==> config.mk <==
export PLATFORM = sky130hd
export DESIGN_NAME = multicycle_control_unit
export DESIGN_NICKNAME = d
export VERILOG_FILES = /design/src/rtl/multicycle_cu_pkg.sv /design/src/rtl/multicycle_control_unit_decoder.sv /design/src/rtl/multicycle_control_unit.sv
export SDC_FILE = /design/constraint.sdc
export NUM_CORES = 1
export LEC_CHECK = 0
export BUFFER_PORTS_ARGS = -buffer_cell sky130_fd_sc_hd__buf_2
export CAP_MARGIN = 15
export CORE_MARGIN = 5
export CORE_UTILIZATION = 40
export DETAILED_ROUTE_END_ITERATION = 16
export PLACE_DENSITY_LB_ADDON = 0.12
export SLEW_MARGIN = 20
export SYNTH_ARGS = -nofsm -noshare
export SYNTH_HDL_FRONTEND = slang
export SYNTH_HIERARCHICAL = 1
export SYNTH_SLANG_ARGS = --single-unit
==> constraint.sdc <==
create_clock -name clk -period 2.25 [get_ports clk]
set_input_delay 0.225 -clock clk [delete_from_list [all_inputs] [get_ports clk]]
set_output_delay 0.225 -clock clk [all_outputs]
set_load 0.05 [all_outputs]
==> src/rtl/multicycle_cu_pkg.sv <==
// Shared encodings for the multi-cycle control unit: opcodes, ALU/write-select
// codes, FSM states and instruction field offsets.
package multicycle_cu_pkg;

  localparam logic [2:0] OP_LW  = 3'b000;
  localparam logic [2:0] OP_SW  = 3'b001;
  localparam logic [2:0] OP_ADD = 3'b010;
  localparam logic [2:0] OP_SUB = 3'b011;
  localparam logic [2:0] OP_NOP = 3'b100;

  localparam logic [1:0] ALU_ADD    = 2'b00;
  localparam logic [1:0] ALU_SUB    = 2'b01;
  localparam logic [1:0] ALU_PASS_A = 2'b10;
  localparam logic [1:0] ALU_PASS_B = 2'b11;

  localparam logic WSEL_ALU = 1'b0;
  localparam logic WSEL_MEM = 1'b1;

  localparam int OP_LSB  = 0;
  localparam int OP_W    = 3;
  localparam int RD_LSB  = 3;
  localparam int RS1_LSB = 8;
  localparam int RS2_LSB = 13;
  localparam int IMM_LSB = 18;

  typedef enum logic [2:0] {
    IDLE, DECODE, EXEC, MEM_RD, MEM_WR, WB
  } state_t;

  typedef enum logic [2:0] {
    CLS_LW, CLS_SW, CLS_ADD, CLS_SUB, CLS_NOP, CLS_ILL
  } op_class_t;

endpackage

==> src/rtl/multicycle_control_unit_decoder.sv <==
// Combinational field extraction and opcode classification for the latched
// instruction word.
module cu_decoder
  import multicycle_cu_pkg::*;
#(
  parameter int INSTR_W   = 32,
  parameter int RF_ADDR_W = 5
) (
  input  logic [INSTR_W-1:0]         instruction,
  output op_class_t                  op_class,
  output logic [RF_ADDR_W-1:0]       rd,
  output logic [RF_ADDR_W-1:0]       rs1,
  output logic [RF_ADDR_W-1:0]       rs2,
  output logic [INSTR_W-IMM_LSB-1:0] imm,
  output logic                       illegal
);

  logic [OP_W-1:0] op;

  assign op  = instruction[OP_LSB +: OP_W];
  assign rd  = instruction[RD_LSB +: RF_ADDR_W];
  assign rs1 = instruction[RS1_LSB +: RF_ADDR_W];
  assign rs2 = instruction[RS2_LSB +: RF_ADDR_W];
  assign imm = instruction[INSTR_W-1:IMM_LSB];

  always_comb begin
    op_class = CLS_ILL;
    illegal  = 1'b0;
    case (op)
      OP_LW:   op_class = CLS_LW;
      OP_SW:   op_class = CLS_SW;
      OP_ADD:  op_class = CLS_ADD;
      OP_SUB:  op_class = CLS_SUB;
      OP_NOP:  op_class = CLS_NOP;
      default: illegal  = 1'b1;
    endcase
  end

endmodule

==> src/rtl/multicycle_control_unit.sv <==
// Multi-cycle control unit: accepts one instruction per handshake and walks it
// through DECODE / EXEC / MEM / WB, driving registered RF, DM and ALU controls.
module multicycle_control_unit
  import multicycle_cu_pkg::*;
#(
  parameter int INSTR_W   = 32,
  parameter int RF_ADDR_W = 5,
  parameter int DM_ADDR_W = 5,
  parameter int ZERO_REG  = 1,
  parameter int RET_CNT_W = 16
) (
  input  logic                 clk,
  input  logic                 rst,
  input  logic                 instr_valid,
  output logic                 instr_ready,
  input  logic [INSTR_W-1:0]   instruction,
  output logic [RF_ADDR_W-1:0] rf_addr_a,
  output logic [RF_ADDR_W-1:0] rf_addr_b,
  output logic                 rf_write_enable,
  output logic [RF_ADDR_W-1:0] rf_write_addr,
  output logic                 rf_wdata_sel,
  output logic                 dm_write_enable,
  output logic                 dm_read,
  output logic [DM_ADDR_W-1:0] dm_addr,
  output logic [1:0]           alu_op,
  output logic                 done,
  output logic                 illegal,
  output logic [RET_CNT_W-1:0] retired_cnt
);

  localparam int IMM_W = INSTR_W - IMM_LSB;

  state_t                 state, state_n;
  logic [INSTR_W-1:0]     instr_q;
  op_class_t              dec_class;
  logic [RF_ADDR_W-1:0]   dec_rd, dec_rs1, dec_rs2;
  logic [IMM_W-1:0]       dec_imm;
  logic                   dec_illegal;
  logic                   unused_imm;

  logic                   accept;
  logic [RF_ADDR_W-1:0]   addr_a_n, addr_b_n, waddr_n;
  logic                   rf_we_n, wsel_n, dm_we_n, dm_rd_n, done_n, ill_n;
  logic [DM_ADDR_W-1:0]   dm_addr_n;
  logic [1:0]             alu_n;

  cu_decoder #(
    .INSTR_W  (INSTR_W),
    .RF_ADDR_W(RF_ADDR_W)
  ) u_dec (
    .instruction(instr_q),
    .op_class   (dec_class),
    .rd         (dec_rd),
    .rs1        (dec_rs1),
    .rs2        (dec_rs2),
    .imm        (dec_imm),
    .illegal    (dec_illegal)
  );

  // Only the low DM_ADDR_W immediate bits address memory.
  assign unused_imm = ^dec_imm;

  always_comb begin
    state_n   = state;
    accept    = 1'b0;
    addr_a_n  = rf_addr_a;
    addr_b_n  = rf_addr_b;
    rf_we_n   = 1'b0;
    waddr_n   = '0;
    wsel_n    = WSEL_ALU;
    dm_we_n   = 1'b0;
    dm_rd_n   = 1'b0;
    dm_addr_n = '0;
    alu_n     = ALU_ADD;
    done_n    = 1'b0;
    ill_n     = 1'b0;
    case (state)
      IDLE: begin
        if (instr_valid && instr_ready) begin
          accept  = 1'b1;
          state_n = DECODE;
        end
      end
      DECODE: begin
        addr_a_n = dec_rs1;
        addr_b_n = dec_rs2;
        if (dec_illegal) begin
          ill_n   = 1'b1;
          state_n = IDLE;
        end else begin
          case (dec_class)
            CLS_LW:           state_n = MEM_RD;
            CLS_SW:           state_n = MEM_WR;
            CLS_ADD, CLS_SUB: state_n = EXEC;
            default: begin
              done_n  = 1'b1;
              state_n = IDLE;
            end
          endcase
        end
      end
      MEM_RD: begin
        dm_rd_n   = 1'b1;
        dm_addr_n = dec_imm[DM_ADDR_W-1:0];
        state_n   = WB;
      end
      MEM_WR: begin
        dm_we_n   = 1'b1;
        dm_addr_n = dec_imm[DM_ADDR_W-1:0];
        alu_n     = ALU_PASS_B;
        done_n    = 1'b1;
        state_n   = IDLE;
      end
      EXEC: begin
        alu_n   = (dec_class == CLS_SUB) ? ALU_SUB : ALU_ADD;
        state_n = WB;
      end
      WB: begin
        rf_we_n = !((ZERO_REG != 0) && (dec_rd == '0));
        waddr_n = dec_rd;
        wsel_n  = (dec_class == CLS_LW) ? WSEL_MEM : WSEL_ALU;
        done_n  = 1'b1;
        state_n = IDLE;
      end
      default: state_n = IDLE;
    endcase
  end

  always_ff @(posedge clk or posedge rst) begin
    if (rst) begin
      state           <= IDLE;
      instr_q         <= '0;
      instr_ready     <= 1'b1;
      rf_addr_a       <= '0;
      rf_addr_b       <= '0;
      rf_write_enable <= 1'b0;
      rf_write_addr   <= '0;
      rf_wdata_sel    <= WSEL_ALU;
      dm_write_enable <= 1'b0;
      dm_read         <= 1'b0;
      dm_addr         <= '0;
      alu_op          <= ALU_ADD;
      done            <= 1'b0;
      illegal         <= 1'b0;
      retired_cnt     <= '0;
    end else begin
      state           <= state_n;
      if (accept) instr_q <= instruction;
      instr_ready     <= (state_n == IDLE);
      rf_addr_a       <= addr_a_n;
      rf_addr_b       <= addr_b_n;
      rf_write_enable <= rf_we_n;
      rf_write_addr   <= waddr_n;
      rf_wdata_sel    <= wsel_n;
      dm_write_enable <= dm_we_n;
      dm_read         <= dm_rd_n;
      dm_addr         <= dm_addr_n;
      alu_op          <= alu_n;
      done            <= done_n;
      illegal         <= ill_n;
      if (done_n) retired_cnt <= retired_cnt + RET_CNT_W'(1);
    end
  end

endmodule

Yosys cells after proc, flatten, opt, wreduce, memory -nomap -nowiden
Index checks and enable logic that the tools add are counted.
{"block": "op_classes", "eq_ne": 12, "muxes": 21, "reduce_logical": 13, "add_sub_neg": 1}
{"cell": "equality test 3 x 2 -> 1 bit, second input constant", "count": 6}
{"cell": "case mux 3 bit (3 select lines)", "count": 2}
{"cell": "adder 16 x 1 -> 16 bit, second input constant", "count": 1}
{"cell": "case mux 3 bit (5 select lines)", "count": 1}
{"cell": "zero test 3 bit", "count": 4}
{"cell": "2-to-1 mux 1 bit", "count": 12}
{"cell": "2-to-1 mux 5 bit", "count": 2}
{"cell": "equality test 3 x 1 -> 1 bit, second input constant", "count": 3}
{"cell": "equality test 3 bit, second input constant", "count": 3}
{"cell": "OR reduction 2 bit", "count": 4}
{"cell": "2-to-1 mux 3 bit", "count": 2}
{"cell": "zero test 5 bit", "count": 1}
{"cell": "OR reduction 5 bit", "count": 1}
{"cell": "case mux 2 bit (2 select lines)", "count": 1}
{"cell": "OR reduction 4 bit", "count": 1}
{"cell": "case mux 1 bit (2 select lines)", "count": 1}
{"cell": "logical AND 1 bit", "count": 1}
{"cell": "zero test 1 bit", "count": 1}
{"block": "word_totals", "ff_bits": 71, "in_bits": 35, "word_cells": 62, "output_inout_bits": 45}

Logic depth before layout (Yosys ltp)
{"block": "logic_depth", "ltp_word": 8, "mapped_depth": 6, "depth_no_buf": 5}

Hierarchy
Netlist, hierarchy kept.
{"module": "multicycle_control_unit", "cells_each": 217, "n_inst": 1, "seq_area_each_um2": 2003.2, "area_each_um2": 3133.0}
{"module": "cu_decoder", "cells_each": 33, "n_inst": 1, "seq_area_each_um2": 0.0, "area_each_um2": 242.7}

Least setup slack after synthesis
No wires, ideal clock.
{"block": "synth_path", "path_type": "register to register", "start": "reg retired_cnt[0]", "end": "reg retired_cnt[10]", "required_ps": 2108, "period_less_slack_ps": 1653, "t_arrival_ps": 1511, "slack_ps": 597, "path_stages_with_launch": 6, "setup_time_ps": 142, "n_path_buf": 0, "cell_sequence": "dfrtp_1 > ha_1 > nand3_1 > a21oi_4 > nand4_1 > xnor2_1"}
{"block": "synth_between", "elab_chain_cells": 1}
{"element": "start: declaration", "line": "multicycle_control_unit.sv:28", "source": "output logic [RET_CNT_W-1:0] retired_cnt"}
{"element": "start signal: assignment", "line": "multicycle_control_unit.sv:161", "source": "if (done_n) retired_cnt <= retired_cnt + RET_CNT_W'(1);"}
{"element": "adder 16 x 1 -> 16 bit", "line": "multicycle_control_unit.sv:161"}
No other way between the ends.
A chain may end at the register's enable or synchronous reset.

Final worst setup path
{"block": "layout_path", "start": "reg instr_q[1]", "end": "reg retired_cnt[1]"}
{"block": "layout_between", "elab_chain_cells": 7, "word_cells_on_any_way": 15, "cone_classes": "eq/ne: 7; mux: 4; reduce/logical: 4"}
{"element": "start: declaration", "line": "multicycle_control_unit.sv:34", "source": "logic [INSTR_W-1:0] instr_q;"}
{"element": "start signal: assignment", "line": "multicycle_control_unit.sv:148", "source": "if (accept) instr_q <= instruction;"}
{"element": "equality test 3 bit (tied with other cells)", "line": "multicycle_control_unit_decoder.sv:29", "source": "case (op)"}
{"element": "case mux 3 bit (5 select lines)", "line": "multicycle_control_unit_decoder.sv:29"}
{"element": "equality test 3 x 2 -> 1 bit (tied with other cells)", "line": "multicycle_control_unit.sv:91", "source": "case (dec_class)"}
{"element": "OR reduction 4 bit (no source line)"}
{"element": "2-to-1 mux 1 bit", "line": "multicycle_control_unit.sv:91"}
{"element": "2-to-1 mux 1 bit (*)", "line": "multicycle_control_unit.sv:87", "source": "if (dec_illegal) begin"}
{"element": "case mux 1 bit (2 select lines) (*)", "line": "multicycle_control_unit.sv:77", "source": "case (state)"}
Every way passes the cells marked *; elsewhere a longest branch is shown, timed or not.

==> results.json <==
{
  "status": "completed",
  "fmax_mhz": 582,
  "die_h_um": 96.3,
  "crit_required_ns": 2.48,
  "multiInputGateArea_sq_um": 980,
  "gp_congestion": 0.724,
  "layout.cells.non_filler": 385,
  "critical_path_arrival_ns": 1.95,
  "drc": 0,
  "syn_area_sq_um": 2980,
  "finalSetupViolCount": 0,
  "yosys_warnings": 6,
  "max-clock-path-buffers": 2,
  "cp.buffers_inverters": 0,
  "cts_buffers": 9,
  "maxSlewHeadroom": 0.694,
  "grt_pass1_vias": 1798,
  "avgSynthCellArea_sq_um": 13.4,
  "ant_nets": 0,
  "power_density_nw_per_um2": 1480,
  "grtUsageTotal": 0.122,
  "vias": 1767,
  "power_switching_mw": 2.07,
  "cts_resized": 0,
  "rrSetupSlack_ns": 0.53,
  "drt_iter0_drc": 25,
  "placed_cells": 368,
  "critical-path-max-stage-delay_ns": 0.40,
  "swShare": 0.397,
  "initial_core_util": 0.411,
  "maxCapViolations": 0,
  "core-area_sq_um": 7250,
  "path_cells": "o21a_1, nand4bb_4, nand2_1, mux2_2",
  "setup_slack_ns": 0.532,
  "crit_type": "flop to flop",
  "crit_path_start_kind": "flop",
  "cpMaxStageDelayCell": "dfrtp_1",
  "fp-row-count": 31,
  "tightest_slew_ns": 0.458,
  "rsz0062_at_grt": "no",
  "htreeDepth": 3,
  "die-area_sq_um": 9280,
  "clkTransAtPathRegs_ns": 0.08,
  "critPathTopFamily": "simple AND/OR/NAND/NOR gates",
  "wl_um": 5180,
  "io_pins": 80,
  "pwr-share-clk": 0.206,
  "final_hold_viol_count": 0,
  "area_growth_pct": 18.1,
  "hpwl_um": 3600,
  "antenna_found_initial": 0,
  "cts_tree": "yes",
  "firstDrtPassIters": 4,
  "hold_class": "primary input to flop",
  "clkSinkCount": 71,
  "p_int_mw": 3.14,
  "nFillCells": 708,
  "post-route-period-util": 0.764,
  "end_kind": "flop",
  "portBuffers": 70,
  "synthCells": 223,
  "post_cts_buffers": 0,
  "seqCellArea_sq_um": 1780,
  "via_per_inst": 4.59,
  "skew_ns": 0.00872,
  "grt_max_degree": 34,
  "clkLatencyLatePin_ns": 0.34,
  "seq_power_share": 0.388,
  "dp_slack_ns": 0.510,
  "period_minus_slack_ns": 1.72,
  "fin_nets": 317,
  "fin_tns_setup_ns": 0,
  "power_frac_comb": 0.406,
  "grt_first_pass_wirelength_um": 8380,
  "die_x_um": 96.3,
  "cts_root_buf": "clkbuf_8",
  "path_max_fanout": 11,
  "ir_drop_mv": 0.624,
  "antenna_cells": 0,
  "syn_nets": 259,
  "slew_viol_final": 0,
  "grt_overflow_total": 0,
  "routedWlPerCell_um": 13.4,
  "leakagePower_nw": 1.74,
  "layout-drive-gt1-share": 0.462
}
-- flip-flops by register name, summed over array words and instances, names as in the netlist --
signal / count
rf_write_enable: 1
done: 1
dm_write_enable: 1
rf_addr_a: 5
rf_write_addr: 5
retired_cnt: 16
rf_wdata_sel: 1
state: 3
alu_op: 2
rf_addr_b: 5
instr_q: 23
dm_addr: 5
illegal: 1
instr_ready: 1
dm_read: 1
-- cell type report --
| class | instances | area share |
|---|---|---|
| timing repair buffer | 77 | 0.119 |
| multi-input combinational | 121 | 0.278 |
| sequential | 71 | 0.505 |
| tap | 99 | 0.0352 |
| inverter | 1 | 0.00107 |
| clock buffer | 12 | 0.0469 |
| clock inverter | 4 | 0.0149 |
-- worst register-to-register path: stages, from the launching register on --
cell and delay [ns]:
dfrtp_1 0.40, o21a_1 0.23, nand4bb_4 0.25, nand2_1 0.35
mux2_2 0.38
-- power by group through the flow --
stage	sequential (mW)	combinational [mW]	clock [mW]
final	2.02	2.11	1.07
after global routing	2.09	2.27	1.17
after CTS	2.03	2.15	1.11
after detailed placement	2.05	2.15	0
after global placement	2.04	2.13	0
after floorplan	2.71	1.30	0
-- per-layer routing --
layer | GRT usage | part of all wire | up-vias
li1 | - | - | 861
met1 | 0.158 | 0.47 | 848
met2 | 0.180 | 0.45 | 48
met3 | 0.0367 | 0.065 | 10
met4 | 0.0736 | 0.023 | 0
met5 | 0 | 0 | -
-- metrics by stage --
stage,power (mW),instance area (sq um),utilization,hold slack (ns)
floorplan,4.01,2980,-,0.375
global placement,4.17,3290,0.454,0.262
detailed placement,4.20,3290,0.454,0.271
CTS,5.30,3520,0.485,0.0881
global route,5.53,3520,0.485,0.0902
finish,5.20,3520,0.485,0.108
-- worst paths after layout --
path,cells past startpoint,to,from
max,4,retired_cnt[1]$_DFFE_PP0P_,instr_q[1]$_DFFE_PP0P_
min,2,instr_q[15]$_DFFE_PP0P_,instruction[15]
max reg2reg,4,retired_cnt[1]$_DFFE_PP0P_,instr_q[1]$_DFFE_PP0P_
min reg2reg,1,dm_addr[2]$_DFF_PP0_,instr_q[20]$_DFFE_PP0P_
max in group asynchronous,4,instr_ready$_DFF_PP1_,rst
min in group asynchronous,3,instr_q[12]$_DFFE_PP0P_,rst
-- cell usage in the layout, fill, tap and decap left out, types with 2 or more instances in the layout --
| cell type | count |
|---|---|
| a21oi_1 | 4 |
| dfrtp_1 | 70 |
| and4_1 | 3 |
| nand2_1 | 8 |
| buf_4 | 5 |
| and3_1 | 8 |
| xnor2_1 | 12 |
| xor2_1 | 3 |
| nor2b_1 | 4 |
| mux2_2 | 34 |
| a21o_1 | 2 |
| clkbuf_8 | 12 |
| nand3_1 | 6 |
| nor3_1 | 3 |
| nand4_1 | 7 |
| buf_2 | 70 |
| clkinvlp_4 | 3 |
| and2_1 | 6 |
| nor2_1 | 9 |
-- timing repair --
| action | in CTS | in global routing |
|---|---|---|
| hold buffers | 1 | 0 |
| endpoints found under the hold margin | 19 | 0 |
| setup endpoints to repair | 0 | 0 |
(Power assumes the default switching activity.)
